**src/rtl/uart_tx.sv**
```systemverilog
// ----------------------------------------------------------------------------
// uart_tx
//   UART transmitter running on the bit-rate clock (one clk per bit).
//   It serializes one byte per frame: a start bit (0), DATA_WIDTH data bits
//   LSB first, an optional parity bit, then a stop bit (1).
//
// Ports
//   clk         bit clock, rising-edge active
//   reset_n     asynchronous, active-low reset
//   p_data      parallel data, sampled when data_valid is high in IDLE/STOP
//   data_valid  one-cycle transmit request
//   par_en      1 = append a parity bit after the data bits
//   par_typ     0 = even parity, 1 = odd parity
//   tx_out      serial line (registered), idles high
//   busy        high while a frame is on the line (registered)
// ----------------------------------------------------------------------------
module uart_tx #(
    parameter int DATA_WIDTH = 8
) (
    input  logic                  clk,
    input  logic                  reset_n,
    input  logic [DATA_WIDTH-1:0] p_data,
    input  logic                  data_valid,
    input  logic                  par_en,
    input  logic                  par_typ,
    output logic                  tx_out,
    output logic                  busy
);

    localparam int CNT_W = $clog2(DATA_WIDTH);
    localparam logic [CNT_W-1:0] LAST_BIT = CNT_W'(DATA_WIDTH - 1);

    typedef enum logic [2:0] {
        IDLE   = 3'd0,
        START  = 3'd1,
        DATA   = 3'd2,
        PARITY = 3'd3,
        STOP   = 3'd4
    } state_t;

    state_t                state;
    logic [DATA_WIDTH-1:0] shift_reg;
    logic [DATA_WIDTH-1:0] data_lat;   // unshifted copy, feeds the parity bit
    logic [CNT_W-1:0]      bit_cnt;
    logic                  par_en_q;
    logic                  par_typ_q;
    logic                  par_bit;

    // Even parity is the XOR of the data; odd parity is its inverse.
    assign par_bit = (^data_lat) ^ par_typ_q;

    // tx_out/busy are registered alongside the state, so each value is
    // the one that belongs to the state being entered on this edge.
    always_ff @(posedge clk or negedge reset_n) begin
        if (!reset_n) begin
            state     <= IDLE;
            shift_reg <= '0;
            data_lat  <= '0;
            bit_cnt   <= '0;
            par_en_q  <= 1'b0;
            par_typ_q <= 1'b0;
            tx_out    <= 1'b1;
            busy      <= 1'b0;
        end else begin
            case (state)
                IDLE: begin
                    if (data_valid) begin
                        shift_reg <= p_data;
                        data_lat  <= p_data;
                        par_en_q  <= par_en;
                        par_typ_q <= par_typ;
                        state     <= START;
                        tx_out    <= 1'b0;
                        busy      <= 1'b1;
                    end else begin
                        tx_out    <= 1'b1;
                        busy      <= 1'b0;
                    end
                end

                START: begin
                    // Present bit 0 now and pre-shift so shift_reg[0] is the
                    // next bit on each following DATA edge.
                    state     <= DATA;
                    bit_cnt   <= '0;
                    tx_out    <= shift_reg[0];
                    shift_reg <= shift_reg >> 1;
                    busy      <= 1'b1;
                end

                DATA: begin
                    bit_cnt <= bit_cnt + 1'b1;
                    busy    <= 1'b1;
                    if (bit_cnt == LAST_BIT) begin
                        if (par_en_q) begin
                            state  <= PARITY;
                            tx_out <= par_bit;
                        end else begin
                            state  <= STOP;
                            tx_out <= 1'b1;
                        end
                    end else begin
                        tx_out    <= shift_reg[0];
                        shift_reg <= shift_reg >> 1;
                    end
                end

                PARITY: begin
                    state  <= STOP;
                    tx_out <= 1'b1;
                    busy   <= 1'b1;
                end

                STOP: begin
                    // A request during the stop bit chains the next frame
                    // with no idle gap.
                    if (data_valid) begin
                        shift_reg <= p_data;
                        data_lat  <= p_data;
                        par_en_q  <= par_en;
                        par_typ_q <= par_typ;
                        state     <= START;
                        tx_out    <= 1'b0;
                        busy      <= 1'b1;
                    end else begin
                        state     <= IDLE;
                        tx_out    <= 1'b1;
                        busy      <= 1'b0;
                    end
                end

                default: begin
                    state  <= IDLE;
                    tx_out <= 1'b1;
                    busy   <= 1'b0;
                end
            endcase
        end
    end

endmodule
```
**config.mk**
```make
export PLATFORM = sky130hd
export DESIGN_NAME = uart_tx
export DESIGN_NICKNAME = d
export VERILOG_FILES = /design/src/rtl/uart_tx.sv
export SDC_FILE = /design/constraint.sdc
export NUM_CORES = 1
export LEC_CHECK = 0
export CORE_ASPECT_RATIO = 0.6
export CORE_MARGIN = 2
export CORE_UTILIZATION = 35
export CTS_CLUSTER_DIAMETER = 50
export CTS_CLUSTER_SIZE = 40
export DETAILED_ROUTE_END_ITERATION = 6
export PLACE_DENSITY = 0.61
export SLEW_MARGIN = 20
export SYNTH_ARGS = -nofsm -noshare
export SYNTH_HDL_FRONTEND = slang
export SYNTH_SLANG_ARGS = --single-unit
```
**constraint.sdc**
```tcl
create_clock -name clk -period 2.22 [get_ports clk]
set_clock_uncertainty 0.15 [all_clocks]
set_input_delay 0.333 -clock clk [delete_from_list [all_inputs] [get_ports clk]]
set_output_delay 0.333 -clock clk [all_outputs]
set_load 0.02 [all_outputs]
```
Word-level counts from Yosys, hierarchy flattened
Cells that the tools add are included.
{"block": "classes", "add_sub_neg": 1, "eq_ne": 9, "muxes": 15, "bitwise_logic": 1, "reduce_logical": 9}
{"operator": "$pmux W8 S3", "n": 1}
{"operator": "$mux W8", "n": 2}
{"operator": "$pmux W3 S5", "n": 1}
{"operator": "$mux W3", "n": 3}
{"operator": "$reduce_xor A8 Y1", "n": 1}
{"operator": "$eq A3 B2 Y1 const B", "n": 2}
{"operator": "$eq A3 B3 Y1 const B", "n": 2}
{"operator": "$ne A2 B2 Y1 const B", "n": 3}
{"operator": "$pmux W3 S2", "n": 1}
{"operator": "$mux W1", "n": 5}
{"operator": "$reduce_and A2 Y1", "n": 2}
{"operator": "$add A3 B1 Y3 const B", "n": 1}
{"operator": "$eq A3 B1 Y1 const B", "n": 1}
{"operator": "$logic_not A3 Y1", "n": 1}
{"operator": "$pmux W1 S3", "n": 1}
{"operator": "$reduce_and A3 Y1", "n": 1}
{"operator": "$reduce_bool A3 Y1", "n": 1}
{"operator": "$reduce_or A3 Y1", "n": 1}
{"operator": "$ne A2 B1 Y1 const B", "n": 1}
{"operator": "$pmux W1 S2", "n": 1}
{"operator": "$reduce_bool A2 Y1", "n": 1}
{"operator": "$reduce_or A2 Y1", "n": 1}
{"operator": "$xor A1 B1 Y1", "n": 1}
{"block": "word_totals", "register_bits": 26, "input_bits": 13}

Longest topological paths before layout
Gate-level depths: netlist (run 1).
{"block": "depth", "word_depth": 5, "mapped_depth": 7}

Worst setup path after synthesis (run 1)
No wires, ideal clock.
{"block": "synth_path", "path_kind": "register to register", "startpoint": "register bit_cnt[0]", "endpoint": "register shift_reg[3]", "setup_time_ns": 0.135, "t_arrival_ns": 1.405, "required_ns": 1.935, "path_slack_ns": 0.530, "stages_incl_launch_ff": 8, "path_buffers": 1, "path_cell_list": "dfrtp_1 ha_1 ha_1 nor3b_1 o31ai_2 buf_2 nand2_1 o21ai_1"}
{"block": "synth_between", "elab_chain_len": 3}
{"item": "start: declaration", "line": "44", "rtl": "logic [CNT_W-1:0] bit_cnt;"}
{"item": "start signal: assignment", "line": "92", "rtl": "bit_cnt <= bit_cnt + 1'b1;"}
{"item": "$eq A3 B3 Y1", "line": "94", "rtl": "if (bit_cnt == LAST_BIT) begin"}
{"item": "$ne A2 B2 Y1 (no source line)"}
{"item": "$reduce_and A3 Y1 (no source line)"}
{"item": "end signal: assignment", "line": "87", "rtl": "shift_reg <= shift_reg >> 1;"}
{"item": "end signal: assignment", "line": "104", "rtl": "shift_reg <= shift_reg >> 1;"}
{"item": "end signal: assignment", "line": "118", "rtl": "shift_reg <= p_data;"}
{"item": "end: declaration", "line": "42", "rtl": "logic [DATA_WIDTH-1:0] shift_reg;"}
No other way between the ends.
A chain may end at the register's enable or synchronous reset.

Final worst setup path (run 1)
{"block": "layout_path", "startpoint": "register state[1]", "endpoint": "register tx_out"}
{"block": "layout_between", "elab_chain_len": 3, "elab_cells_between_ends": 6, "cone_classes": "3 x eq/ne; 1 x mux; 2 x reduce/logical"}
{"item": "start: declaration", "line": "41", "rtl": "state_t state;"}
{"item": "start signal: assignment", "line": "56", "rtl": "state <= IDLE;"}
{"item": "start signal: assignment", "line": "72", "rtl": "state <= START;"}
{"item": "start signal: assignment", "line": "84", "rtl": "state <= DATA;"}
{"item": "$eq A3 B3 Y1 or $logic_not A3 Y1 (tied branches)", "line": "65", "rtl": "case (state)"}
{"item": "$reduce_or A2 Y1 (no source line)"}
{"item": "$pmux W1 S3 *", "line": "65"}
{"item": "end signal: assignment", "line": "86", "rtl": "tx_out <= shift_reg[0];"}
{"item": "end signal: assignment", "line": "97", "rtl": "tx_out <= par_bit;"}
{"item": "end signal: assignment", "line": "103", "rtl": "tx_out <= shift_reg[0];"}
{"item": "end: declaration", "line": "26", "rtl": "output logic tx_out,"}
Every way passes the cells marked *; elsewhere a longest branch is shown, timed or not.

==> summary.md, run 1 <==
| Metric | Value |
|---|---|
| Clk pwr share | about 17% |
| Seq pwr share | 36.9% |
| Post-CTS Setup Inserts | 0 |
| VDD IR-drop max | 0.5109 mV |
| Post_cts resized | 0 |
| Setup tns final | 0 ns |
| Core Util, Final | a little under half |
| Sw Ratio | 36.01% |
| Total global routing overflow | 0 |
| Reg clk slew, reported paths | 0.09 ns |
| Tmin final | roughly 1.9 ns |
| Initial DRC count | 69 |
| Pint | 1.526 mW |
| Die Ht | 50.87 um |
| Layout cells sized above 1 | 19.23% |
| Fin. max-slew vios | 0 |
| Most common cell after layout, fill and taps aside | dfrtp_1 |
| CTS Buf Count | 3 |
| Power share of the combinational group | 46.6% |
| Wirelength per Cell | 14.79 um |
| Number of global-route vias before repair | 880 |
| Final period util | 85.58% |
| Crit. End Element | register |
| First-pass GRT wire length | 4215 um |
| Worst-path maximum fanout | 9 |
| Hold Vio Cnt, Final | 0 |
| Die X | a little over 80 um |
| Power Density | about 1500 nW/um^2 |
| DRT Wirelength | 2589 um |
| CTS tree | yes |
| Fmax | about 530 MHz |
| Diodes inserted | 0 |
| Vias per cell | between 5 and 6 |
| Yosys reg bits | 26 |
| P_leak | 0.6722 nW |
| Die area | 4177 sq um |
| Ys flop type | dfrtp_1 |
| Data arrival, critical path | 1.95 ns |
| All-Layer GR Usage | 14.02% |
| Most frequent cells in the layout | 25 x dfrtp_1, 14 x clkdlybuf4s50_1, 11 x nand2_1, 10 x mux2_2, 8 x mux2i_1 |
| Yosys cell types | 34 |
| Syn Area/Cell | 11.54 sq um |
| Max Cap Viol | 0 |
| Initial antenna violation count | 0 |
| Net Count, Synth | ~130 |
| First-pass iteration count of the detailed router | 4 |
| CP Launch Type | register |
| Final nets | 146 |
| Initial core utilization | 37.87% |
| Clk sinks | 26 |
| Hold WC Path Type | primary input to async pin |
| Worst-Margin Slew | 0.5891 ns |
| Largest net degree at the start of global routing | 27 |
| Post-DP HPWL | 1892 um |
| Post-synth EDFFs | 0 |
| Hold_buf cts | 0 |
| Final setup margin | 0.3201 ns |
| Layout area overhead | 22.36% |
| Crit path required time | between 2 and 2.5 ns |
| Post-route ant nets | 0 |
| Final Setup Violations | 0 |
| Setup CP Type | register to register |
| Clock tree buffer depth | 2 |
| Core area | 3383 sq um |
| Unrepaired setup endpoints after global routing | no |
| Clk_lat worst skew | approximately 0.28 ns |
| Async SR Flop Fraction | 100.0% |
| Register area share after synthesis | 50.88% |
| DRC violations left | 0 |
| Cells after Synth | roughly 110 |
| CTS root buf | clkbuf_8 |
| Port Buffer Count | 14 |
| Mapped Area | 1281 sq um |
| Slew headroom | 60.68% |
| P_sw | 858.8 uW |
| Vias | 893 |
| Setup Slack @ Placement | 0.3281 ns |
| Routability Congestion | 0.8073 |
| FP Rows | 16 |
| Ports | 15 |
| CTS H-tree lvls | 1 |
| Status | completed |
| Yosys warning count | 0 |
[power by group through the flow]
stage,Sequential (mW),Clock (mW),Combinational (mW)
final,0.881,0.392,1.11
after global routing,0.908,0.426,1.23
after CTS,0.879,0.405,1.12
after detailed placement,0.886,0,1.12
after global placement,0.872,0,1.08
after floorplan,0.853,0,0.851
[area by class of cell]
class	instances	area, sq um
multi-input combinational	78	595.6
sequential	26	651.9
fill	311	1815
tap	45	56.30
clock inverter	1	30.03
inverter	2	7.507
clock buffer	3	41.29
timing repair buffer	20	185.2
[per-stage QoR]
step                instance area (sq um)  hold slack [ns]  power (mW)  std cells
CTS                                  1568           0.2729       2.403        175
global route                         1568           0.2957       2.566        175
detailed placement                   1496           0.3305       2.003        171
floorplan                            1281          -0.1126       1.703        111
finish                               1568           0.2656       2.385        175
global placement                     1496           0.3185       1.949        171
[kinds of logic after synthesis]
| kind of cell | count (synthesis) | synth area share [%] |
|---|---|---|
| compound gates | 26 | 13.48 |
| simple gates | 26 | 10.84 |
| flops | 26 | 50.88 |
| mux | 18 | 15.04 |
| buf+inv | 7 | 2.637 |
| xor+xnor | 6 | 5.176 |
| fa+ha+maj | 2 | 1.953 |
[routing by layer]
metal | vias up | track usage, % | wire (um)
met5 | - | 0 | 0
met4 | 0 | 3.333 | 25
met3 | 4 | 4.770 | 126
met2 | 16 | 20.46 | 1088
met1 | 442 | 20.02 | 1347
li1 | 431 | - | -
[final timing paths]
path                            depth (start not counted)                      from  slack, ns                       end
worst min register to register                          2  shift_reg[2]$_DFFE_PN0P_       0.35  shift_reg[2]$_DFFE_PN0P_
worst min-delay path                                    2                   reset_n       0.27      state[1]$_DFFE_PN0P_
worst max register to register                          4      state[1]$_DFFE_PN0P_       0.32          tx_out$_DFF_PN1_
max in group asynchronous                               2                   reset_n       1.36          tx_out$_DFF_PN1_
worst max-delay path                                    4      state[1]$_DFFE_PN0P_       0.32          tx_out$_DFF_PN1_
min in group clk                                        2  shift_reg[2]$_DFFE_PN0P_       0.35  shift_reg[2]$_DFFE_PN0P_
[cells in the mapped netlist, types with 2 or more instances]
master / instances / area, sq um
mux2i_1: 8 / 80.08
nor2b_1: 5 / 31.28
xnor2_1: 3 / 26.28
xor2_1: 2 / 17.52
nand2_1: 11 / 41.29
dfrtp_1: 25 / 625.6
inv_1: 2 / 7.510
o21ai_0: 6 / 30.03
nor2_1: 2 / 7.510
mux2_2: 10 / 112.6
nand2b_1: 2 / 12.51
ha_1: 2 / 25.02
o21ai_1: 7 / 35.03
a21oi_1: 4 / 20.02
buf_2: 3 / 15.01
[critical path, stage by stage, from the launching register on]
cell       delay (ns)
dfrtp_1          0.50
or4b_1           0.58
nor2b_1          0.17
a2111oi_2        0.32
nor3_1           0.11
No activity file was read; power rests on OpenSTA's default activity.
==> run 2: changes to the inputs <==
--- a/config.mk
+++ b/config.mk
@@ -5,7 +5,6 @@
 export SDC_FILE = /design/constraint.sdc
 export NUM_CORES = 1
 export LEC_CHECK = 0
-export CORE_ASPECT_RATIO = 0.6
 export CORE_MARGIN = 2
 export CORE_UTILIZATION = 35
 export CTS_CLUSTER_DIAMETER = 50
==> summary.md, run 2 (synthesized netlist as in run 1, its figures left out) <==
| Metric | Value |
|---|---|
| Slew headroom | just over 60% |
| All-Layer GR Usage | 12.86% |
| P_leak | approximately 0.65 nW |
| Placed Area | approximately 1500 sq um |
| Clk sinks | 26 |
| Reg2reg start | bit_cnt[0]$_DFFE_PN0P_ |
| Fillcell total | 337 |
| Hold Vio Cnt, Final | 0 |
| VDD IR-drop max | 0.6230 mV |
| Final Setup Violations | 0 |
| Clock tree buffer depth | 2 |
| Port Buffer Count | 14 |
| R2R Setup Slk | 0.39 ns |
| First-pass iteration count of the detailed router | 4 |
| Most frequent cells in the layout | 25 x dfrtp_1, 14 x clkdlybuf4s50_1, 11 x nand2_1, 10 x mux2_2, 8 x mux2i_1 |
| Design area | 1526 sq um |
| CTS Buf Count | 3 |
| Post-CTS Setup Inserts | 0 |
| Hold_buf cts | 0 |
| Total global routing overflow | 0 |
| Data arrival, critical path | 1.44 ns |
| Total Power | 2.201 mW |
| Final nets | ~150 |
| Core area | 3416 sq um |
| Diodes inserted | 0 |
| Setup Slack @ Placement | 0.3285 ns |
| Wirelength per Cell | roughly 13 um |
| Crit path required time | 1.74 ns |
| Unrepaired setup endpoints after global routing | no |
| Reg clk slew, reported paths | ~0.13 ns |
| CTS tree | yes |
| Largest net degree at the start of global routing | 27 |
| Setup tns final | 0 ns |
| Power Density | 1442 nW/um^2 |
| Clk_lat worst skew | just over 0.3 ns |
| Fin. max-slew vios | 0 |
| Post_cts resized | 0 |
| Most common cell after layout, fill and taps aside | dfrtp_1 |
| Ports | 15 |
| Initial antenna violation count | 0 |
| RR Endpoint | tx_out$_DFF_PN1_ |
| DRC violations left | 0 |
| Final setup margin | 0.2955 ns |
| Die area | around 4200 sq um |
| Max Cap Viol | 0 |
| CP Launch Type | register |
| FP Rows | 21 |
| Vias per cell | between 5 and 6 |
| Fmax | 519.6 MHz |
| Origin of the worst setup path | tx_out$_DFF_PN1_ |
| R2R cell count | 6 |
| Post-Layout Cell Count | 175 |
| Buf/Inv on CP | 1 |
| Die Ht | 64.51 um |
| Setup CP Type | register to primary output |
| First-pass GRT wire length | 4153 um |
| Final period util | 86.69% |
| Crit path cell chain | clkdlybuf4s50_1 |
| CP top delay family | buffers and inverters |
| Layout cells sized above 1 | around a fifth |
| CP max stage delay | between 0.5 and 0.6 ns |
| Number of global-route vias before repair | around 900 |
| Layout area overhead | 19.14% |
| Placed Cells | 171 |
| Initial DRC count | 54 |
| Vias | 880 |
| CTS root buf | clkbuf_4 |
| Routability Congestion | 0.7587 |
| Worst-path maximum fanout | 1 |
| Initial core utilization | 37.51% |
| Tmin final | 1.925 ns |
| Critical Path Sink | tx_out |
| Hold WC Path Type | primary input to async pin |
| CTS H-tree lvls | 1 |
| Post-route ant nets | 0 |
| Crit-path slowest cell | clkdlybuf4s50_1 |
| Status | completed |
| Post-DP HPWL | 1793 um |
| Die X | 64.51 um |
| Worst-Margin Slew | 0.5656 ns |
| Crit. End Element | primary output |
| DRT Wirelength | about 2300 um |
| WP depth | 1 |
run 2: worst min path at each step:
stage                                  start                  endpoint  depth (start not counted)  slack, ns
global placement    shift_reg[1]$_DFFE_PN0P_  shift_reg[1]$_DFFE_PN0P_                          2       0.32
CTS                                  reset_n  shift_reg[0]$_DFFE_PN0P_                          2       0.22
global route                         reset_n  shift_reg[0]$_DFFE_PN0P_                          2       0.21
finish                               reset_n    bit_cnt[2]$_DFFE_PN0P_                          2       0.21
floorplan                            reset_n    bit_cnt[0]$_DFFE_PN0P_                          0      -0.11
detailed placement  shift_reg[1]$_DFFE_PN0P_  shift_reg[1]$_DFFE_PN0P_                          2       0.33
run 2: stage by stage:
step                utilization, %  hold slack, ns
floorplan                        -         -0.1126
global placement             43.63          0.3176
detailed placement           43.63          0.3262
CTS                          44.69          0.2175
global route                 44.69          0.2072
finish                       44.69          0.2121
run 2: final cells by class:
cell class                      count  area, sq um  share of cell area [%]
Sequential cell                    26        651.9                   42.71
Multi-Input combinational cell     78        595.6                   39.02
Timing Repair Buffer               19        177.7                   11.64
Tap cell                           46        57.56                   3.771
Clock buffer                        4        36.28                   2.377
Inverter                            2        7.507                  0.4918
run 2: worst register-to-register path: cells and delay by family, from the launching register on:
family	cells	cell delay, ns
AOI/OAI and AO/OA	2	0.62
adders and majority gates	2	0.40
buffers and inverters	1	0.10
DFF	1	0.40
and+or+nand+nor	1	0.10
run 2: metal layers:
| layer | GRT usage [%] | vias up | wire, um |
|---|---|---|---|
| met5 | 0 | - | 0 |
| met3 | 3.993 | 2 | 123 |
| met1 | 16.35 | 423 | 1092 |
| met2 | 21.35 | 26 | 1116 |
| met4 | 3.191 | 0 | 13 |
| li1 | - | 429 | - |
run 2: power by group:
group | leakage [nW] | total, mW | internal (mW) | switching, mW
registers | 0.317 | 0.857 | 0.706 | 0.150
clock network | 0.0210 | 0.233 | 0.100 | 0.133
logic | 0.315 | 1.11 | 0.571 | 0.541
==> run 3: changes to the inputs <==
--- a/config.mk
+++ b/config.mk
@@ -10,7 +10,8 @@
 export CTS_CLUSTER_DIAMETER = 50
 export CTS_CLUSTER_SIZE = 40
 export DETAILED_ROUTE_END_ITERATION = 6
-export PLACE_DENSITY = 0.61
+export DONT_BUFFER_PORTS = 1
+export PLACE_DENSITY = 0.56
 export SLEW_MARGIN = 20
 export SYNTH_ARGS = -nofsm -noshare
 export SYNTH_HDL_FRONTEND = slang
==> summary.md, run 3 (synthesized netlist as in run 1, its figures left out) <==
| Metric | Value |
|---|---|
| Tmin final | 1.915 ns |
| Multi-input logic area | 604.3 sq um |
| Reg clk slew, reported paths | 0.15 ns |
| Sw Ratio | 37.32% |
| Crit path required time | around 2.3 ns |
| FP Rows | 21 |
| Clk pwr share | between 10% and 20% |
| Status | completed |
| Die X | 64.51 um |
| CTS root buf | clkbuf_4 |
| CTS H-tree lvls | 1 |
| Largest net degree at the start of global routing | 27 |
| Fillcell total | approximately 340 |
| Seq pwr share | 39.8% |
| Power share of the combinational group | a little under half |
| Layout cells sized above 1 | 19.05% |
| First-pass GRT wire length | 4305 um |
| Placed Area | 1343 sq um |
| Unrepaired setup endpoints after global routing | no |
| Pint | 1.426 mW |
| Die Ht | 64.51 um |
| Vias per cell | 5.087 |
| Clk_lat worst skew | 0.33 ns |
| Setup CP Type | register to register |
| Most frequent cells in the layout | 25 x dfrtp_1, 11 x nand2_1, 11 x dlygate4sd3_1, 10 x mux2_2, 8 x mux2i_1 |
| Final period util | 86.25% |
| DRC violations left | 0 |
| Crit path cell chain | or4b_1 > nor2b_1 > a2111oi_2 > nor3_1 |
| Initial DRC count | 24 |
| Final nets | 142 |
| Port Buffer Count | 0 |
| Number of global-route vias before repair | about 940 |
| Core area | between 3000 and 4000 sq um |
| First-pass iteration count of the detailed router | 4 |
| Max Cap Viol | 0 |
| Buf/Inv on CP | 0 |
| Total Power | approximately 2.3 mW |
| Post-CTS Setup Inserts | 0 |
| Data arrival, critical path | 2.03 ns |
| Hold Vio Cnt, Final | 0 |
| Diodes inserted | 0 |
| Hold WC Path Type | primary input to register |
| Design area | 1534 sq um |
| Initial antenna violation count | 0 |
| Final Setup Violations | 0 |
| Wirelength per Cell | 14.08 um |
| Initial core utilization | a little under two fifths |
| Seq. cell area | 651.9 sq um |
| Clock tree buffer depth | 2 |
| All-Layer GR Usage | around 13% |
| Post-route ant nets | 0 |
| Die area | 4161 sq um |
| CTS Buf Count | 3 |
| CP max stage delay | ~0.62 ns |
| Clk sinks | 26 |
| Power Density | 1483 nW/um^2 |
| Crit. End Element | register |
| P_leak | 0.6567 nW |
| Total global routing overflow | 0 |
| CP top delay family | simple AND/OR/NAND/NOR gates |
| Fmax | 522.2 MHz |
| Ports | 15 |
| Routability Congestion | 0.6913 |
| Setup tns final | 0 ns |
| Post-DP HPWL | 1750 um |
| Fin. max-slew vios | 0 |
| CP Launch Type | register |
| DRT Wirelength | around 2400 um |
| P_sw | 849.3 uW |
| VDD IR-drop max | 0.5179 mV |
| Slew headroom | 62.45% |
| Crit-path slowest cell | dfrtp_1 |
| CTS tree | yes |
| Most common cell after layout, fill and taps aside | dfrtp_1 |
| Vias | about 900 |
| Layout area overhead | 19.73% |
| Worst-path maximum fanout | 12 |
| Worst-Margin Slew | 0.5633 ns |
## run 3: changes by cell type in the layout (fill, tap and decap cells not counted), sizes merged
cell	change
dlygate4sd3	+11
bufinv	+1
clkbuf	-1
clkdlybuf4s50	-14
## run 3: final timing paths
path	start	to	slack (ns)	cells past startpoint
hold reg to reg	shift_reg[5]$_DFFE_PN0P_	shift_reg[5]$_DFFE_PN0P_	0.36	2
setup reg to reg	state[0]$_DFFE_PN0P_	tx_out$_DFF_PN1_	0.31	4
setup / recovery	state[0]$_DFFE_PN0P_	tx_out$_DFF_PN1_	0.31	4
min in group asynchronous	reset_n	busy$_DFF_PN0_	0.26	2
hold / removal	p_data[2]	shift_reg[2]$_DFFE_PN0P_	0.03	2
max in group asynchronous	reset_n	tx_out$_DFF_PN1_	1.43	2
## run 3: through the flow
| stage | setup WS (ns) | hold WS [ns] | util [%] | instances |
|---|---|---|---|---|
| finish | 0.3052 | 0.03092 | 44.91 | 172 |
| global placement | 0.2373 | -0.1117 | 39.30 | 156 |
| floorplan | 0.5300 | -0.1126 | - | 111 |
| detailed placement | 0.1548 | -0.1117 | 39.30 | 156 |
| CTS | 0.1296 | 0.01782 | 44.65 | 172 |
| global route | 0.1942 | 0.01580 | 44.91 | 172 |
## run 3: power groups by stage
stage	sequential [mW]	clock [mW]	combinational, mW
final	0.905	0.331	1.04
after global routing	0.947	0.367	1.15
after CTS	0.905	0.346	1.04
after detailed placement	0.916	0	1.00
after global placement	0.909	0	0.959
after floorplan	0.853	0	0.851
## run 3: final cells by class
cell class                 instances  share of cell area, %
sequential                        26                  42.50
multi-input combinational         78                  39.40
timing repair buffer              16                  10.44
tap                               46                  3.752
clock inverter                     1                  1.958
clock buffer                       3                  1.468
inverter                           2                 0.4894
## run 3: per-layer routing
layer | wire, um | global-route usage (%) | up-vias
met5 | 0 | 0 | -
met4 | 46 | 6.915 | 0
met3 | 82 | 2.083 | 6
met2 | 1175 | 20.96 | 17
met1 | 1117 | 17.97 | 429
li1 | - | - | 423
## run 3: timing repair
item / CTS / global route
hold buffers: 12 / 0
setup endpoints to repair: 0 / 7
endpoints found under the hold margin: 37 / 0
resized for setup: 0 / 1
